File: src/rtl/cdb_arbiter_pkg.sv
// cdb_arbiter_pkg: shared constants and the result record passed over the
// common data bus.
//   DATA_W / TAG_W / REG_W : widths of value, producer tag and dest register
//   TAG_*                  : reservation-station tags of the two producers
//   result_t               : {value, src, dreg, nowb}
package cdb_arbiter_pkg;

  localparam int DATA_W = 16;
  localparam int TAG_W  = 4;
  localparam int REG_W  = 4;

  localparam logic [TAG_W-1:0] TAG_ADD0 = 4'd0;
  localparam logic [TAG_W-1:0] TAG_ADD1 = 4'd1;
  localparam logic [TAG_W-1:0] TAG_LD0  = 4'd2;
  localparam logic [TAG_W-1:0] TAG_LD1  = 4'd3;
  localparam logic [TAG_W-1:0] TAG_NONE = 4'hF;

  // nowb marks a jeq outcome: broadcast for tag wakeup, but no register writeback.
  typedef struct packed {
    logic [DATA_W-1:0] value;
    logic [TAG_W-1:0]  src;
    logic [REG_W-1:0]  dreg;
    logic              nowb;
  } result_t;

endpackage

File: src/rtl/cdb_hold_buf.sv
// cdb_hold_buf: one-entry buffer holding a result that lost arbitration.
//   clk, rst : clock, synchronous active-high clear
//   load     : capture dIn and mark full
//   drain    : entry was broadcast; mark empty
//   dIn      : result to capture
//   full     : entry valid
//   q        : buffered result
// load and drain are never asserted together: a side only loads while its
// buffer is empty (ready is the inverse of full).
module cdb_hold_buf
  import cdb_arbiter_pkg::*;
(
  input  logic    clk,
  input  logic    rst,
  input  logic    load,
  input  logic    drain,
  input  result_t dIn,
  output logic    full,
  output result_t q
);

  always_ff @(posedge clk) begin
    if (rst) begin
      full <= 1'b0;
      q    <= '0;
    end else if (load) begin
      full <= 1'b1;
      q    <= dIn;
    end else if (drain) begin
      full <= 1'b0;
    end
  end

endmodule

File: src/rtl/cdb_arbiter.sv
// cdb_arbiter: arbitrates the single common data bus between the adder unit
// and the loader unit, and broadcasts the winner on registered outputs.
//   clk, rst                  : clock, synchronous active-high reset
//   f_valid/f_ready/f_*       : adder result handshake and payload (f_nowb = jeq)
//   l_valid/l_ready/l_*       : loader result handshake and payload
//   cdb_valid/value/src/reg   : registered bus broadcast
//   cdb_wb                    : consumers may write back (0 for jeq outcome)
//   cdb_from_load             : winner was the loader
//   busy_cnt                  : cycles the bus carries a result (wraps)
//   conflict_cnt              : cycles both sides competed (saturates)
//
// Handshake: a producer holds *_valid and its payload stable until the cycle
// where *_valid && *_ready; the result is taken on that posedge. *_ready is
// registered-only (!hold buffer full), so it never depends on *_valid.
module cdb_arbiter
  import cdb_arbiter_pkg::*;
#(
  parameter int CNT_W = 16
) (
  input  logic              clk,
  input  logic              rst,
  input  logic              f_valid,
  output logic              f_ready,
  input  logic [DATA_W-1:0] f_value,
  input  logic [TAG_W-1:0]  f_src,
  input  logic [REG_W-1:0]  f_reg,
  input  logic              f_nowb,
  input  logic              l_valid,
  output logic              l_ready,
  input  logic [DATA_W-1:0] l_value,
  input  logic [TAG_W-1:0]  l_src,
  input  logic [REG_W-1:0]  l_reg,
  output logic              cdb_valid,
  output logic [DATA_W-1:0] cdb_value,
  output logic [TAG_W-1:0]  cdb_src,
  output logic [REG_W-1:0]  cdb_reg,
  output logic              cdb_wb,
  output logic              cdb_from_load,
  output logic [CNT_W-1:0]  busy_cnt,
  output logic [CNT_W-1:0]  conflict_cnt
);

  result_t fIn, lIn, fBufQ, lBufQ, fCand, lCand, winner;
  logic    fFull, lFull, fAcc, lAcc, fHas, lHas, bothHas, pickLoad;
  logic    fLoad, fDrain, lLoad, lDrain;
  logic    rr;  // 0: adder wins the next conflict, 1: loader wins

  assign fIn = '{value: f_value, src: f_src, dreg: f_reg, nowb: f_nowb};
  assign lIn = '{value: l_value, src: l_src, dreg: l_reg, nowb: 1'b0};

  assign f_ready = !fFull;
  assign l_ready = !lFull;

  assign fAcc = f_valid && !fFull;
  assign lAcc = l_valid && !lFull;

  // A buffered result always outranks new input on its side (new input is
  // blocked anyway while the buffer is full).
  assign fHas  = fFull || fAcc;
  assign lHas  = lFull || lAcc;
  assign fCand = fFull ? fBufQ : fIn;
  assign lCand = lFull ? lBufQ : lIn;

  assign bothHas  = fHas && lHas;
  assign pickLoad = lHas && (!fHas || rr);
  assign winner   = pickLoad ? lCand : fCand;

  // Only an incoming loser needs capturing; a buffered loser just stays.
  assign fLoad  = bothHas && pickLoad && fAcc;
  assign lLoad  = bothHas && !pickLoad && lAcc;
  assign fDrain = fFull && !pickLoad;
  assign lDrain = lFull && pickLoad;

  cdb_hold_buf u_fBuf (
    .clk   (clk),
    .rst   (rst),
    .load  (fLoad),
    .drain (fDrain),
    .dIn   (fIn),
    .full  (fFull),
    .q     (fBufQ)
  );

  cdb_hold_buf u_lBuf (
    .clk   (clk),
    .rst   (rst),
    .load  (lLoad),
    .drain (lDrain),
    .dIn   (lIn),
    .full  (lFull),
    .q     (lBufQ)
  );

  always_ff @(posedge clk) begin
    if (rst) begin
      cdb_valid     <= 1'b0;
      cdb_value     <= '0;
      cdb_src       <= '0;
      cdb_reg       <= '0;
      cdb_wb        <= 1'b0;
      cdb_from_load <= 1'b0;
      rr            <= 1'b0;
      busy_cnt      <= '0;
      conflict_cnt  <= '0;
    end else begin
      cdb_valid <= fHas || lHas;
      if (fHas || lHas) begin
        cdb_value     <= winner.value;
        cdb_src       <= winner.src;
        cdb_reg       <= winner.dreg;
        // loader candidates always carry nowb=0, so this is !(adder && nowb)
        cdb_wb        <= !winner.nowb;
        cdb_from_load <= pickLoad;
        busy_cnt      <= busy_cnt + 1'b1;
      end
      if (bothHas) begin
        // hand priority to the side that just lost
        rr <= !pickLoad;
        if (conflict_cnt != '1) conflict_cnt <= conflict_cnt + 1'b1;
      end
    end
  end

endmodule

File: config.mk
export PLATFORM = sky130hd
export DESIGN_NAME = cdb_arbiter
export DESIGN_NICKNAME = d
export VERILOG_FILES = /design/src/rtl/cdb_arbiter_pkg.sv /design/src/rtl/cdb_hold_buf.sv /design/src/rtl/cdb_arbiter.sv
export SDC_FILE = /design/constraint.sdc
export NUM_CORES = 1
export LEC_CHECK = 0
export CAP_MARGIN = 10
export CORE_MARGIN = 2
export CORE_UTILIZATION = 31
export CTS_CLUSTER_SIZE = 28
export DETAILED_ROUTE_END_ITERATION = 10
export HOLD_SLACK_MARGIN = 0.15
export SETUP_SLACK_MARGIN = 0.02
export SLEW_MARGIN = 25
export SYNTH_ARGS = -nofsm -noshare
export SYNTH_HDL_FRONTEND = slang
export SYNTH_SLANG_ARGS = --single-unit
File: constraint.sdc
create_clock -name clk -period 1.8 [get_ports clk]
set_input_delay 0.36 -clock clk [delete_from_list [all_inputs] [get_ports clk]]
set_output_delay 0.36 -clock clk [all_outputs]
set_load 0.01 [all_outputs]
==> results.md <==
* Vias per inst at 5.046
* Pwr dens at 813.3 mW/mm²
* Psw at 1.465 mW
* Top post-synthesis cells by area: dfxtp_1 (45%), mux2i_1 (10%), a2111oi_0 (8.6%), nor2_1 (5.3%), nand2_1 (4.7%)
* RR Endpoint: cdb_value[6]$_SDFFE_PP0P_
* Pwr Total at 5.769 mW
* Largest reg by FF count: u_fBuf.q
* # Max-Cap Violations at 0
* Post-DP HPWL at 9.770 mm
* Cells on worst reg2reg path at 5
* Synth cell types at 44
* Mapped cell area at 0.004903 mm²
* GP Congestion at 0.8083
* H-tree depth at 3
* Finish-stage setup viols at 0
* Synthesized instance count at 553
* Post-synthesis xor/xnor area fraction at 0.02143
* Synth Area in Compound Gates at 0.1610
* Clock skew at 0.01025 ns
* Via count at 4602
* Synth Area in Simple Gates at 0.2179
* GRT Util Overall at 0.1676
* Initial antenna violation count at 2
* Synthesized Nets at 608
* Int Power at 4.304 mW
* Layout cells sized above 1 at 0.1474
* Met3 Use GR at 0.04838
* Clk slew on worst S/H paths at 0.07 ns
* TritonCTS clock tree: built
* Die area at 0.01684 mm²
* Nets@finish at 749
* Cts hold-fix bufs at 0
* Hold depth at 2
* Global-route wire length before repair at 22.46 mm
* Chip Width at 129.8 µm
* Arr. time, crit path at 1.97 ns
* Largest family of logic cells by synthesized area: simple AND/OR/NAND/NOR gates
* CTS max path bufs at 2
* CP startpoint kind: flop
* CORE AREA at 0.01531 mm²
* Port-buffer cells at 113
* WL per Instance at 15.35 µm
* Latest clock arrival within the worst-skew pair at 0.36 ns
* Worst hold-check path type: primary input to flop
* Clock share of power at 0.386
* GRT busiest layer: met2
* Period minus WS final at 1.747 ns
* Congestion Overflow GR at 0
* Adder-cell share of the synthesized area at 0.005103
* Clock sink count at 111
* Slack of the worst reg-to-reg path at 0.05 ns
* Cell accounting for the most synthesized area: dfxtp_1
* Period utilisation layout at 0.9707
* Peak Freq at 572.3 MHz
* Critical Path Sink Type: flop
* #FFs+latches synth at 111
* # DRC at 0
* Setup TNS at 0 ns
* Yosys warns at 0
* Sequential area share after synthesis at 0.4532
* Crit-path max FO at 10
* Drt pass-1 iters at 4
* Mean Syn Cell Area at 8.867 µm²
* Top-count cell post-synth: dfxtp_1
* Net Sw Frac at 0.2539
* I/O Pins at 114
* CTS buffer count at 9
* Leakage at 2.556 nW
* Asr flop ratio synth at 0
* Hold Fails Final Rpt at 0
* Worst relative slew slack at 0.6805
* Initial core utilization at 0.3202
* WP data required at 2.02 ns
* CP startpoint: u_fBuf.full$_SDFFE_PP0P_
* Comb power frac at 0.152
* Largest registers: u_fBuf.q (25), u_lBuf.q (24)
* RSZ-0062 raised after global routing: yes
* Mux contribution to synthesized area at 0.1044
* Vias in the first global route at 4411
* Grt met2 use at 0.2747
* Layout area overhead at 44.65%
* Root Driver: clkbuf_16
* Post-synth top cells: dfxtp_1 (111), nor2_1 (69), nand2_1 (61)
* Initial DRC Count at 298
* ANT nets after route at 0
* GR met1 Demand/Resource at 0.2206
* Post-synth top flop: dfxtp_1
* Hold Startpoint: rst
* Largest net degree at the start of global routing at 50
* Post-synth EDFFs at 0
* Die height at 129.8 µm
* Rows at 45
* Status: finished, final reports clean
* Sequential power share at 0.461
* Yosys top cell area share at 0.4532
* VDD IR-drop max at 0.4784 mV
* Largest register FFs at 25
* Max Slew Vio Count at 0
* Slew @ Worst Pin at 0.4793 ns
* DRT Wirelength at 14.00 mm
* Reg2Reg Launch Point: u_fBuf.full$_SDFFE_PP0P_
* CP Class: flop to flop
* CP endpoint: cdb_value[6]$_SDFFE_PP0P_
final cells by class:
cell class	instances	area (µm²)
fill	1495	8222
multi-input combinational	397	2600
sequential	111	2233
timing repair buffer	170	1633
tap	211	264.0
clock buffer	9	225.2
clock inverter	7	108.9
inverter	5	23.77
antenna	2	5.005
timing repair:
item	CTS	global route
buffers inserted	1	0
cloned	0	1
pin swaps	2	11
resized for setup	11	32
endpoints found under the setup margin	31	51
power by group through the flow:
stage / combinational, mW / sequential (mW) / clock, mW
6_report: 0.880 / 2.66 / 2.23
5_1_grt: 0.962 / 2.68 / 2.38
4_1_cts: 0.870 / 2.66 / 2.29
3_5_place_dp: 0.861 / 2.72 / 0
3_3_place_gp: 0.850 / 2.71 / 0
2_1_floorplan: 0.353 / 2.74 / 0
metal layers:
layer	vias to the layer above	share of wire
li1	2299	-
met1	2194	0.46
met2	104	0.47
met3	5	0.058
met4	0	0.0069
met5	-	0
critical path: stages (launching register included):
cell and delay, ns:
dfxtp_2 0.37, buf_4 0.18, nor4_4 0.39, buf_4 0.24, a2111oi_1 0.07, a2111oi_0 0.37
cells by family after synthesis:
group | Yosys count
flops | 111
buf+inv | 45
simple gates | 221
fa+ha+maj | 2
compound gates | 111
mux | 51
xor+xnor | 12
placed cells by master, fill, tap and decap left out, types with 3 or more instances in the layout:
cell	count
buf_4	52
clkdlybuf4s50_1	105
buf_12	5
and3_1	4
o21ai_0	7
or3_1	7
dlymetal6s2s_1	5
and4_1	3
dfxtp_2	9
nor3_1	11
a21oi_1	38
nand4_1	11
or4_1	6
nand2_1	61
xor2_1	5
o31ai_1	6
nor2_1	68
a2111oi_1	12
and2_1	24
a2111oi_0	36
dfxtp_1	102
mux2i_1	50
xnor2_1	7
nand3_1	9
clkbuf_16	9
inv_1	4
how the worst min path moves through the flow:
| stage | endpoint |
|---|---|
| after global routing | busy_cnt[0]$_SDFFE_PP0P_ |
| after detailed placement | u_fBuf.q[22]$_SDFFE_PP0P_ |
| after global placement | u_fBuf.q[20]$_SDFFE_PP0P_ |
| final | rr$_SDFFE_PP0N_ |
| after CTS | busy_cnt[0]$_SDFFE_PP0P_ |
| after floorplan | u_fBuf.q[10]$_SDFFE_PP0P_ |
per-stage QoR:
stage               hold slack (ns)  utilization  cells  setup slack, ns  area [µm²]
floorplan                    0.4317            -    553          0.01060        4937
global placement             0.4348       0.4338    892          -0.4310        6644
detailed placement           0.4436       0.4338    892          -0.4386        6644
CTS                          0.4306       0.4576    909          0.02608        7008
global route                 0.4639       0.4632    912         -0.06148        7093
finish                       0.4524       0.4632    912          0.05269        7093
Power figures use the tool's default switching activity.
